[src/rtl/hazard_ctrl_if.sv]
// hazard_ctrl_if: D-stage operand demand in, stall/forward selects and HI/LO busy out
//   master: drives the D-stage fields, observes stall/forward/busy
//   slave : hazard_ctrl side, consumes the D-stage fields, drives stall/forward/busy
interface hazard_ctrl_if;
    logic [4:0] D_rs;
    logic [4:0] D_rt;
    logic [1:0] D_rs_tuse;
    logic [1:0] D_rt_tuse;
    logic [4:0] D_wa;
    logic [1:0] D_tnew;
    logic       D_md_start;
    logic       D_md_div;
    logic       D_md_use;
    logic       stall;
    logic [1:0] fwd_D_rs_sel;
    logic [1:0] fwd_D_rt_sel;
    logic [1:0] fwd_E_rs_sel;
    logic [1:0] fwd_E_rt_sel;
    logic       md_busy;
    modport master (
        output D_rs, D_rt, D_rs_tuse, D_rt_tuse, D_wa, D_tnew, D_md_start, D_md_div, D_md_use,
        input  stall, fwd_D_rs_sel, fwd_D_rt_sel, fwd_E_rs_sel, fwd_E_rt_sel, md_busy
    );
    modport slave (
        input  D_rs, D_rt, D_rs_tuse, D_rt_tuse, D_wa, D_tnew, D_md_start, D_md_div, D_md_use,
        output stall, fwd_D_rs_sel, fwd_D_rt_sel, fwd_E_rs_sel, fwd_E_rt_sel, md_busy
    );
endinterface

[src/rtl/hazard_ctrl.sv]
// hazard_ctrl: Tuse/Tnew stall and forwarding control plus HI/LO busy counter for a 5-stage MIPS core
//   clk   : rising-edge clock
//   reset : synchronous active-high reset
//   bus   : hazard_ctrl_if.slave (D-stage demand in; stall, D/E forward selects, md_busy out)
module hazard_ctrl #(
    parameter int MULT_CYCLES = 5,
    parameter int DIV_CYCLES  = 10
) (
    input  logic          clk,
    input  logic          reset,
    hazard_ctrl_if.slave  bus
);
    localparam int MAXC = MULT_CYCLES > DIV_CYCLES ? MULT_CYCLES : DIV_CYCLES;
    localparam int CW   = $clog2(MAXC + 1) < 4 ? 4 : $clog2(MAXC + 1);

    logic [4:0]    e_wa_q, e_wa_d, e_rs_q, e_rs_d, e_rt_q, e_rt_d, m_wa_q, m_wa_d, w_wa_q, w_wa_d;
    logic [1:0]    e_tnew_q, e_tnew_d, m_tnew_q, m_tnew_d;
    logic          e_md_start_q, e_md_start_d, e_md_div_q, e_md_div_d;
    logic [CW-1:0] md_cnt_q, md_cnt_d;
    logic          e_rs_hit, e_rt_hit, m_rs_hit, m_rt_hit, stall_raw;

    always_comb begin
        e_rs_hit  = bus.D_rs != 5'd0 && bus.D_rs_tuse != 2'd3 && e_wa_q == bus.D_rs;
        e_rt_hit  = bus.D_rt != 5'd0 && bus.D_rt_tuse != 2'd3 && e_wa_q == bus.D_rt;
        m_rs_hit  = bus.D_rs != 5'd0 && bus.D_rs_tuse != 2'd3 && m_wa_q == bus.D_rs;
        m_rt_hit  = bus.D_rt != 5'd0 && bus.D_rt_tuse != 2'd3 && m_wa_q == bus.D_rt;
        stall_raw = (e_rs_hit && e_tnew_q > bus.D_rs_tuse) || (m_rs_hit && m_tnew_q > bus.D_rs_tuse) ||
                    (e_rt_hit && e_tnew_q > bus.D_rt_tuse) || (m_rt_hit && m_tnew_q > bus.D_rt_tuse) ||
                    (bus.D_md_use && (md_cnt_q != '0 || e_md_start_q));
        // outputs are forced quiet while reset is held, even before state has been cleared
        bus.stall   = !reset && stall_raw;
        bus.md_busy = !reset && md_cnt_q != '0;
        // nearest stage wins: an E match with nonzero Tnew blocks an older M forward
        bus.fwd_D_rs_sel = reset ? 2'd0 : (e_rs_hit && e_tnew_q == 2'd0) ? 2'd1 :
                           (!e_rs_hit && m_rs_hit && m_tnew_q == 2'd0) ? 2'd2 : 2'd0;
        bus.fwd_D_rt_sel = reset ? 2'd0 : (e_rt_hit && e_tnew_q == 2'd0) ? 2'd1 :
                           (!e_rt_hit && m_rt_hit && m_tnew_q == 2'd0) ? 2'd2 : 2'd0;
        bus.fwd_E_rs_sel = (reset || e_rs_q == 5'd0) ? 2'd0 : (m_wa_q == e_rs_q && m_tnew_q == 2'd0) ? 2'd1 :
                           (w_wa_q == e_rs_q) ? 2'd2 : 2'd0;
        bus.fwd_E_rt_sel = (reset || e_rt_q == 5'd0) ? 2'd0 : (m_wa_q == e_rt_q && m_tnew_q == 2'd0) ? 2'd1 :
                           (w_wa_q == e_rt_q) ? 2'd2 : 2'd0;
        // a stall turns the D/E register into a bubble
        e_wa_d       = stall_raw ? 5'd0 : bus.D_wa;
        e_rs_d       = stall_raw ? 5'd0 : bus.D_rs;
        e_rt_d       = stall_raw ? 5'd0 : bus.D_rt;
        e_tnew_d     = stall_raw ? 2'd0 : bus.D_tnew;
        e_md_start_d = !stall_raw && bus.D_md_start;
        e_md_div_d   = !stall_raw && bus.D_md_div;
        m_wa_d       = e_wa_q;
        m_tnew_d     = e_tnew_q == 2'd0 ? 2'd0 : e_tnew_q - 2'd1;
        w_wa_d       = m_wa_q;
        md_cnt_d     = e_md_start_q ? (e_md_div_q ? CW'(DIV_CYCLES) : CW'(MULT_CYCLES)) :
                       md_cnt_q != '0 ? md_cnt_q - CW'(1) : md_cnt_q;
    end

    always_ff @(posedge clk) begin
        if (reset) begin
            e_wa_q       <= '0;
            e_rs_q       <= '0;
            e_rt_q       <= '0;
            e_tnew_q     <= '0;
            e_md_start_q <= 1'b0;
            e_md_div_q   <= 1'b0;
            m_wa_q       <= '0;
            m_tnew_q     <= '0;
            w_wa_q       <= '0;
            md_cnt_q     <= '0;
        end else begin
            e_wa_q       <= e_wa_d;
            e_rs_q       <= e_rs_d;
            e_rt_q       <= e_rt_d;
            e_tnew_q     <= e_tnew_d;
            e_md_start_q <= e_md_start_d;
            e_md_div_q   <= e_md_div_d;
            m_wa_q       <= m_wa_d;
            m_tnew_q     <= m_tnew_d;
            w_wa_q       <= w_wa_d;
            md_cnt_q     <= md_cnt_d;
        end
    end
endmodule
[src/flat_wrapper.sv]
// flat-port wrapper written by rule: the top's interface ports become plain ports
module hazard_ctrl_flat 
#(
    parameter int MULT_CYCLES = 5,
    parameter int DIV_CYCLES  = 10
)
  (clk, reset, bus_D_rs, bus_D_rt, bus_D_rs_tuse, bus_D_rt_tuse, bus_D_wa, bus_D_tnew, bus_D_md_start, bus_D_md_div, bus_D_md_use, bus_stall, bus_fwd_D_rs_sel, bus_fwd_D_rt_sel, bus_fwd_E_rs_sel, bus_fwd_E_rt_sel, bus_md_busy);
  hazard_ctrl_if bus_i ();
  input  logic clk;
  input  logic reset;
  input wire logic [$bits(bus_i.D_rs)-1:0] bus_D_rs;
  input wire logic [$bits(bus_i.D_rt)-1:0] bus_D_rt;
  input wire logic [$bits(bus_i.D_rs_tuse)-1:0] bus_D_rs_tuse;
  input wire logic [$bits(bus_i.D_rt_tuse)-1:0] bus_D_rt_tuse;
  input wire logic [$bits(bus_i.D_wa)-1:0] bus_D_wa;
  input wire logic [$bits(bus_i.D_tnew)-1:0] bus_D_tnew;
  input wire logic [$bits(bus_i.D_md_start)-1:0] bus_D_md_start;
  input wire logic [$bits(bus_i.D_md_div)-1:0] bus_D_md_div;
  input wire logic [$bits(bus_i.D_md_use)-1:0] bus_D_md_use;
  output wire logic [$bits(bus_i.stall)-1:0] bus_stall;
  output wire logic [$bits(bus_i.fwd_D_rs_sel)-1:0] bus_fwd_D_rs_sel;
  output wire logic [$bits(bus_i.fwd_D_rt_sel)-1:0] bus_fwd_D_rt_sel;
  output wire logic [$bits(bus_i.fwd_E_rs_sel)-1:0] bus_fwd_E_rs_sel;
  output wire logic [$bits(bus_i.fwd_E_rt_sel)-1:0] bus_fwd_E_rt_sel;
  output wire logic [$bits(bus_i.md_busy)-1:0] bus_md_busy;
  assign bus_i.D_rs = bus_D_rs;
  assign bus_i.D_rt = bus_D_rt;
  assign bus_i.D_rs_tuse = bus_D_rs_tuse;
  assign bus_i.D_rt_tuse = bus_D_rt_tuse;
  assign bus_i.D_wa = bus_D_wa;
  assign bus_i.D_tnew = bus_D_tnew;
  assign bus_i.D_md_start = bus_D_md_start;
  assign bus_i.D_md_div = bus_D_md_div;
  assign bus_i.D_md_use = bus_D_md_use;
  assign bus_stall = bus_i.stall;
  assign bus_fwd_D_rs_sel = bus_i.fwd_D_rs_sel;
  assign bus_fwd_D_rt_sel = bus_i.fwd_D_rt_sel;
  assign bus_fwd_E_rs_sel = bus_i.fwd_E_rs_sel;
  assign bus_fwd_E_rt_sel = bus_i.fwd_E_rt_sel;
  assign bus_md_busy = bus_i.md_busy;
  hazard_ctrl #(.MULT_CYCLES(MULT_CYCLES), .DIV_CYCLES(DIV_CYCLES)) u_core (.clk(clk), .reset(reset), .bus(bus_i));
endmodule
[config.mk]
export PLATFORM = sky130hd
export DESIGN_NAME = hazard_ctrl_flat
export DESIGN_NICKNAME = d
export VERILOG_FILES = /design/src/rtl/hazard_ctrl_if.sv /design/src/rtl/hazard_ctrl.sv /design/src/flat_wrapper.sv
export SDC_FILE = /design/constraint.sdc
export NUM_CORES = 1
export LEC_CHECK = 0
export BUFFER_PORTS_ARGS = -buffer_cell sky130_fd_sc_hd__buf_2
export CORE_UTILIZATION = 25
export CTS_CLUSTER_SIZE = 16
export DETAILED_ROUTE_END_ITERATION = 8
export PLACE_DENSITY = 0.4
export REMOVE_ABC_BUFFERS = 1
export SETUP_SLACK_MARGIN = 0.02
export SLEW_MARGIN = 40
export SYNTH_ARGS = -nofsm -noshare
export SYNTH_HDL_FRONTEND = slang
export SYNTH_SLANG_ARGS = --single-unit
[constraint.sdc]
create_clock -name clk -period 2.7 [get_ports clk]
set_input_delay 0.675 -clock clk [delete_from_list [all_inputs] [get_ports clk]]
set_output_delay 0.675 -clock clk [all_outputs]
set_load 0.02 [all_outputs]
==> results of run 1 <==
-- logic make-up (layout without fill, tap and decap cells) --
kind of cell             after synthesis  in the layout  synth area share, %
buffers and inverters                 18             60                 4.07
XOR/XNOR                              43             43                 18.5
AO/OA/AOI/OAI                         15             15                 5.42
adder cells (fa/ha/maj)               11             11                 6.78
AND/OR/NAND/NOR                       86             86                 30.7
flip-flops                            35             35                 34.5
-- what timing repair did --
| item | in CTS | in global routing |
|---|---|---|
| gates resized for setup | 25 | 5 |
| pin swaps | 6 | 1 |
| endpoints found under the setup margin | 2 | 3 |
| buffers inserted | 1 | 0 |
| hold buffers | 0 | 0 |
-- critical path, stage by stage --
cell and delay [ns]:
buf_6 0.09, or4_4 0.55, o21ai_4 0.20, or4_4 0.16
nand4_2 0.09, nor2b_1 0.14, buf_4 0.15
-- power breakdown --
group,internal [mW],switching [mW],total (mW)
Clock,0.179,0.200,0.379
Combinational,0.342,0.366,0.708
Sequential,0.601,0.0961,0.698
Total,1.12,0.662,1.79
-- cell usage after synthesis (4+ instances only) --
cell type and instances:
xnor2_1 17, nand3_1 6, dfxtp_1 35, nor4_1 4
ha_1 11, nand2_1 5, nor2_1 14, nor3_1 6
inv_1 7, or4_1 4, xor2_1 26, nor3b_2 19
nor2b_1 15, clkbuf_1 8
-- registers in the layout, indices dropped and copies added, names as in the netlist --
| name | cells |
|---|---|
| u_core.e_tnew_q | 2 |
| u_core.e_rt_q | 5 |
| u_core.m_wa_q | 5 |
| u_core.e_md_div_q | 1 |
| u_core.md_cnt_q | 4 |
| u_core.e_rs_q | 5 |
| u_core.e_wa_q | 5 |
| u_core.w_wa_q | 5 |
| u_core.m_tnew_q | 2 |
| u_core.e_md_start_q | 1 |
-- routing by layer --
layer,vias to the layer above,wire length (um)
li1,796,-
met1,714,2370
met2,26,2510
met3,5,113
met4,0,40
met5,-,0
-- final timing paths --
check / startpoint / to / slack (ns) / cells after the start
setup / recovery: bus_D_rt[2] / bus_stall / -0.03 / 7
setup reg to reg: u_core.e_tnew_q[1] / u_core.e_rt_q[4] / 0.82 / 7
hold / removal: u_core.e_tnew_q[0] / u_core.m_tnew_q[0] / 0.42 / 1
hold reg to reg: u_core.e_tnew_q[0] / u_core.m_tnew_q[0] / 0.42 / 1
-- area by class of cell --
type | instances | area [um2]
clock buffers | 5 | 68.8
clock inverters | 3 | 20.0
fillers | 829 | 5220
inverters | 7 | 28.8
multi-input cells | 155 | 1360
flip-flops and latches | 35 | 701
well taps | 102 | 128
repair buffers | 45 | 282
-- through the flow --
| step | util (%) | hold slack [ns] |
|---|---|---|
| floorplan | - | 0.390 |
| global placement | 30.0 | 0.407 |
| detailed placement | 30.0 | 0.408 |
| CTS | 32.8 | 0.419 |
| global route | 33.1 | 0.453 |
| finish | 33.1 | 0.423 |
==> summary.txt, run 1 <==
Global routing
  • Vias in the first global route: 1600
  • GRT Total Usage: 12.7%
  • Global-route wire length before repair: 8130 um
  • Gr ovfl total: 0
  • Most Used Layer, Global Route: met2
  • Initial antenna violation count: 0
  • Largest net degree at the start of global routing: 20
  • GR Layer Usage met1: 15.8%
  • Met2 Usage GRT: ~22%
  • GR Layer Usage met3: 2.49%

Yosys
  • Syn Std Cell Area: 0.00203 mm2
  • Yosys cell types: 36
  • Post-synth top area share: 34.5%
  • Synthesized area per cell: 9.76 um2
  • Ys flop type: dfxtp_1
  • Async S/R FF share, synth: 0%
  • Cells taking the most area after synthesis: dfxtp_1, nor3b_2, xor2_1
  • Area leader, netlist: dfxtp_1
  • Seq cells post-synth: 35
  • EDFF count, synth: 0
  • Ys Warns: 0
  • Cells after Synth: 208
  • Post-synthesis sequential area ratio: 34.5%

Place
  • # placed instances: 343
  • Pre-CTS setup slack: -0.145 ns
  • Port bufs: 35
  • Placed inst area: ~0.0023 mm2
  • Final weighted congestion in routability-driven placement: about 0.73
  • Hpwl dp: approximately 3800 um

Timing
  • Fmax: 0.366 GHz
  • Worst setup margin: -0.0313 ns
  • Final-report hold violation count: 0
  • Final Skew: 0.00584 ns
  • Final min period: between 2 and 3 ns
  • RSZ-0062 raised after global routing: yes
  • Fin crit share: 101%
  • Pin slew with the least headroom to its limit: 0.471 ns
  • Slew headroom: between 60 and 70%
  • Pins Over Slew Limit: 0
  • Final setup fails: 2
  • Post-Route Setup TNS: -0.0580 ns

Layout
  • Area Growth Syn to Fin: 27.4%
  • Diodes inserted: 0
  • Most frequent cells in the layout: dfxtp_1, buf_2, xor2_1
  • Final net count: between 200 and 300
  • Commonest non-fill, non-tap cell in the layout: dfxtp_1
  • Layout cells sized above 1: 36.4%
  • Post-route cell area: 0.00259 mm2
  • Non-filler cells in the finished layout: approximately 350

Critical path
  • CP arrival: 2.06 ns
  • Crit end category: output port
  • CP Class: input pin to output port
  • Crit-path max FO: 4
  • WP data required: 2.03 ns
  • CP Launch Type: input pin

Floorplan
  • Die area: 0.00849 mm2
  • # IOs: 36
  • Initial Util: a little over a quarter
  • DIE WIDTH: 92.1 um
  • FP Rows: 32
  • Core region area: 0.00781 mm2
  • Vert. Die Dim: 92.1 um

Clock network
  • H-tree levels: 2
  • CTS tree: yes
  • Worst skew pair latency: 0.29 ns
  • CTS Buffer Depth: 2
  • Total CTS buffers: 5
  • Clock root cell: clkbuf_8
  • CTS Sinks: 35
  • Worst-path clk slew: ~0.070 ns

Run
  • Total of max-cap violations: 0

Route
  • Antenna-violating nets left: 0
  • Routed len/inst: 14.3 um
  • Avg Vias per Cell: around 4.4
  • Routed WL: around 5000 um
  • DRC: 0
  • Drt initial violations: 47
  • Routed vias: 1541
  • TritonRoute pass-1 iters: 4

Power
  • Total Power: approximately 1.8 mW
  • Pleak: 1.10 nW
  • Pwr Density: 690 mW/mm2
  • VDD IR-drop max: 0.000309 V

Outcome
  • Status: complete, but fails checks
  • Failing checks: setup timing

Hold path
  • HP Class: flip-flop to flip-flop
(Power assumes the default switching activity.)
==> inputs of run 2 (changes only) <==
--- a/config.mk
+++ b/config.mk
@@ -6,6 +6,7 @@
 export NUM_CORES = 1
 export LEC_CHECK = 0
 export BUFFER_PORTS_ARGS = -buffer_cell sky130_fd_sc_hd__buf_2
+export CORE_MARGIN = 2
 export CORE_UTILIZATION = 25
 export CTS_CLUSTER_SIZE = 16
 export DETAILED_ROUTE_END_ITERATION = 8
==> constraint.sdc (replaced) <==
create_clock -name clk -period 2.9 [get_ports clk]
set_input_delay 0.725 -clock clk [delete_from_list [all_inputs] [get_ports clk]]
set_output_delay 0.725 -clock clk [all_outputs]
set_load 0.02 [all_outputs]
==> run 2 against run 1 <==
The flow now finishes without violations. Die area grew 4.4%. First-iteration DRC count shrank 21%. Via count shrank 0.91%. Cell count shrank 0.28%. Global-route usage shrank 0.41 points. Count of clock-buffer cells in the layout grew 1. Wire length shrank 2.1%. Hold slack lost 0.0014 ns. Critical path type unchanged.
==> summary.txt, run 2 (synthesized netlist as in run 1, its figures left out) <==
Timing
  • Hold Slack: ~0.42 ns
  • Fin crit share: approximately 100%
  • Slew headroom: 71.4%
  • Pins Over Slew Limit: 0
  • Fmax: 0.347 GHz
  • Worst setup margin: roughly 0.022 ns
  • Final Skew: between 0.007 and 0.008 ns
  • Pin slew with the least headroom to its limit: roughly 0.43 ns
  • RSZ-0062 raised after global routing: yes
  • Final setup fails: 0
  • Final min period: approximately 2.9 ns
  • Final-report hold violation count: 0

Critical path
  • CP Launch Type: input pin
  • CP arrival: 2.15 ns
  • Crit end category: output port
  • Crit-path max FO: 2
  • WP data required: 2.17 ns
  • CP Class: input pin to output port

Floorplan
  • Initial Util: 26.0%
  • Core region area: 0.00781 mm2
  • FP Rows: 32
  • Vert. Die Dim: around 94 um
  • DIE WIDTH: 94.1 um
  • Die area: around 0.0089 mm2
  • # IOs: 36

Global routing
  • Vias in the first global route: between 1500 and 2000
  • Largest net degree at the start of global routing: 20
  • Global-route wire length before repair: 8380 um
  • Gr ovfl total: 0
  • GRT Total Usage: roughly 12%
  • Initial antenna violation count: 0

Place
  • Placed inst area: 0.00234 mm2
  • Hpwl dp: 3850 um
  • Port bufs: 35
  • Pre-CTS setup slack: -0.00140 ns
  • Final weighted congestion in routability-driven placement: 0.783

Layout
  • Diodes inserted: 0
  • Post-layout util: 32.8%
  • Post-route cell area: about 0.0026 mm2
  • Final net count: 285
  • Area Growth Syn to Fin: 26.2%
  • Commonest non-fill, non-tap cell in the layout: dfxtp_1
  • Layout cells sized above 1: between 30% and 40%
  • Most frequent cells in the layout: dfxtp_1, buf_2, xor2_1
  • Filler Cell Count: 805

Route
  • Avg Vias per Cell: roughly 4.4
  • DRC: 0
  • Routed vias: 1527
  • Antenna-violating nets left: 0
  • Routed len/inst: 14.0 um
  • Met3 Wirelength: 135 um
  • Drt initial violations: 37
  • TritonRoute pass-1 iters: 4
  • WL met1: between 2000 and 2500 um
  • Routed WL: 4930 um
  • Top routing layer in use: met4
  • Detailed-routed wire length on met2: 2370 um

Run
  • Total of max-cap violations: 0

Power
  • Clock network power share: around a quarter
  • Combinational Power Share: a little over a third
  • Internal power: approximately 1.1 mW
  • Psw: approximately 0.6 mW
  • Sw Ratio: 34.2%
  • Pwr Density: about 680 mW/mm2
  • VDD IR-drop max: 0.000287 V
  • Total Power: 1.74 mW
  • Flop pwr share: 37.3%
  • Pleak: approximately 1.1 nW

Clock network
  • CTS Buffer Depth: 2
  • CTS Sinks: 35
  • Setup Fix Bufs, Post-CTS: 0
  • Total CTS buffers: 5
  • Clock root cell: clkbuf_8
  • Worst-path clk slew: 0.07 ns
  • H-tree levels: 2
  • Worst skew pair latency: 0.28 ns
  • CTS tree: yes

Hold path
  • HP Class: flip-flop to flip-flop

Outcome
  • Status: finished, final reports clean
## run 2: cell types whose count changed in the layout (fill, tap and decap cells not counted), sizes merged
cell and change:
buf -1, bufinv +1, clkbuf +1, clkinvlp -2
## run 2: cell type report
type / instances / area [um2] / share of cell area, %
inverter: 7 / 28.8 / 1.12
clock buffer: 6 / 82.6 / 3.22
multi-input combinational: 155 / 1330 / 51.8
tap: 102 / 128 / 4.98
sequential: 35 / 701 / 27.3
clock inverter: 2 / 35.0 / 1.37
timing repair buffer: 44 / 262 / 10.2
## run 2: repair_timing
item	in CTS	in global routing
endpoints found under the setup margin	2	2
hold buffers	0	0
gates resized for setup	4	17
pin swaps	1	5
## run 2: stage by stage
| stage | std cells | TNS (ns) |
|---|---|---|
| finish | 351 | 0 |
| floorplan | 197 | -0.375 |
| global route | 351 | -0.0173 |
| global placement | 343 | -0.0603 |
| detailed placement | 343 | -0.00140 |
| CTS | 351 | 0 |
## run 2: per-layer routing
metal | global-route usage, % | vias up
met2 | 19.8 | 24
met5 | 0 | -
met3 | 2.41 | 4
met1 | 17.0 | 711
met4 | 2.54 | 0
li1 | - | 788
## run 2: power groups by stage
stage,Combinational (mW),Sequential [mW],Clock [mW]
3_3_place_gp,0.606,0.662,0
4_1_cts,0.614,0.650,0.473
5_1_grt,0.720,0.664,0.491
3_5_place_dp,0.607,0.661,0
6_report,0.635,0.650,0.457
2_1_floorplan,0.456,0.631,0
## run 2: worst paths after layout
check	startpoint	depth (start not counted)	slack, ns	endpoint
max	bus_D_rt_tuse[1]	9	0.02	bus_stall
max reg2reg	u_core.md_cnt_q[0]	8	0.89	u_core.e_wa_q[3]
min reg2reg	u_core.e_tnew_q[0]	1	0.42	u_core.m_tnew_q[0]
min	u_core.e_tnew_q[0]	1	0.42	u_core.m_tnew_q[0]
## run 2: critical path: stages
cell	delay (ns)
buf_8	0.08
inv_4	0.03
ha_4	0.25
nor2b_4	0.13
o21ai_2	0.07
or4_1	0.51
nand4_2	0.09
nor2b_4	0.15
buf_6	0.12
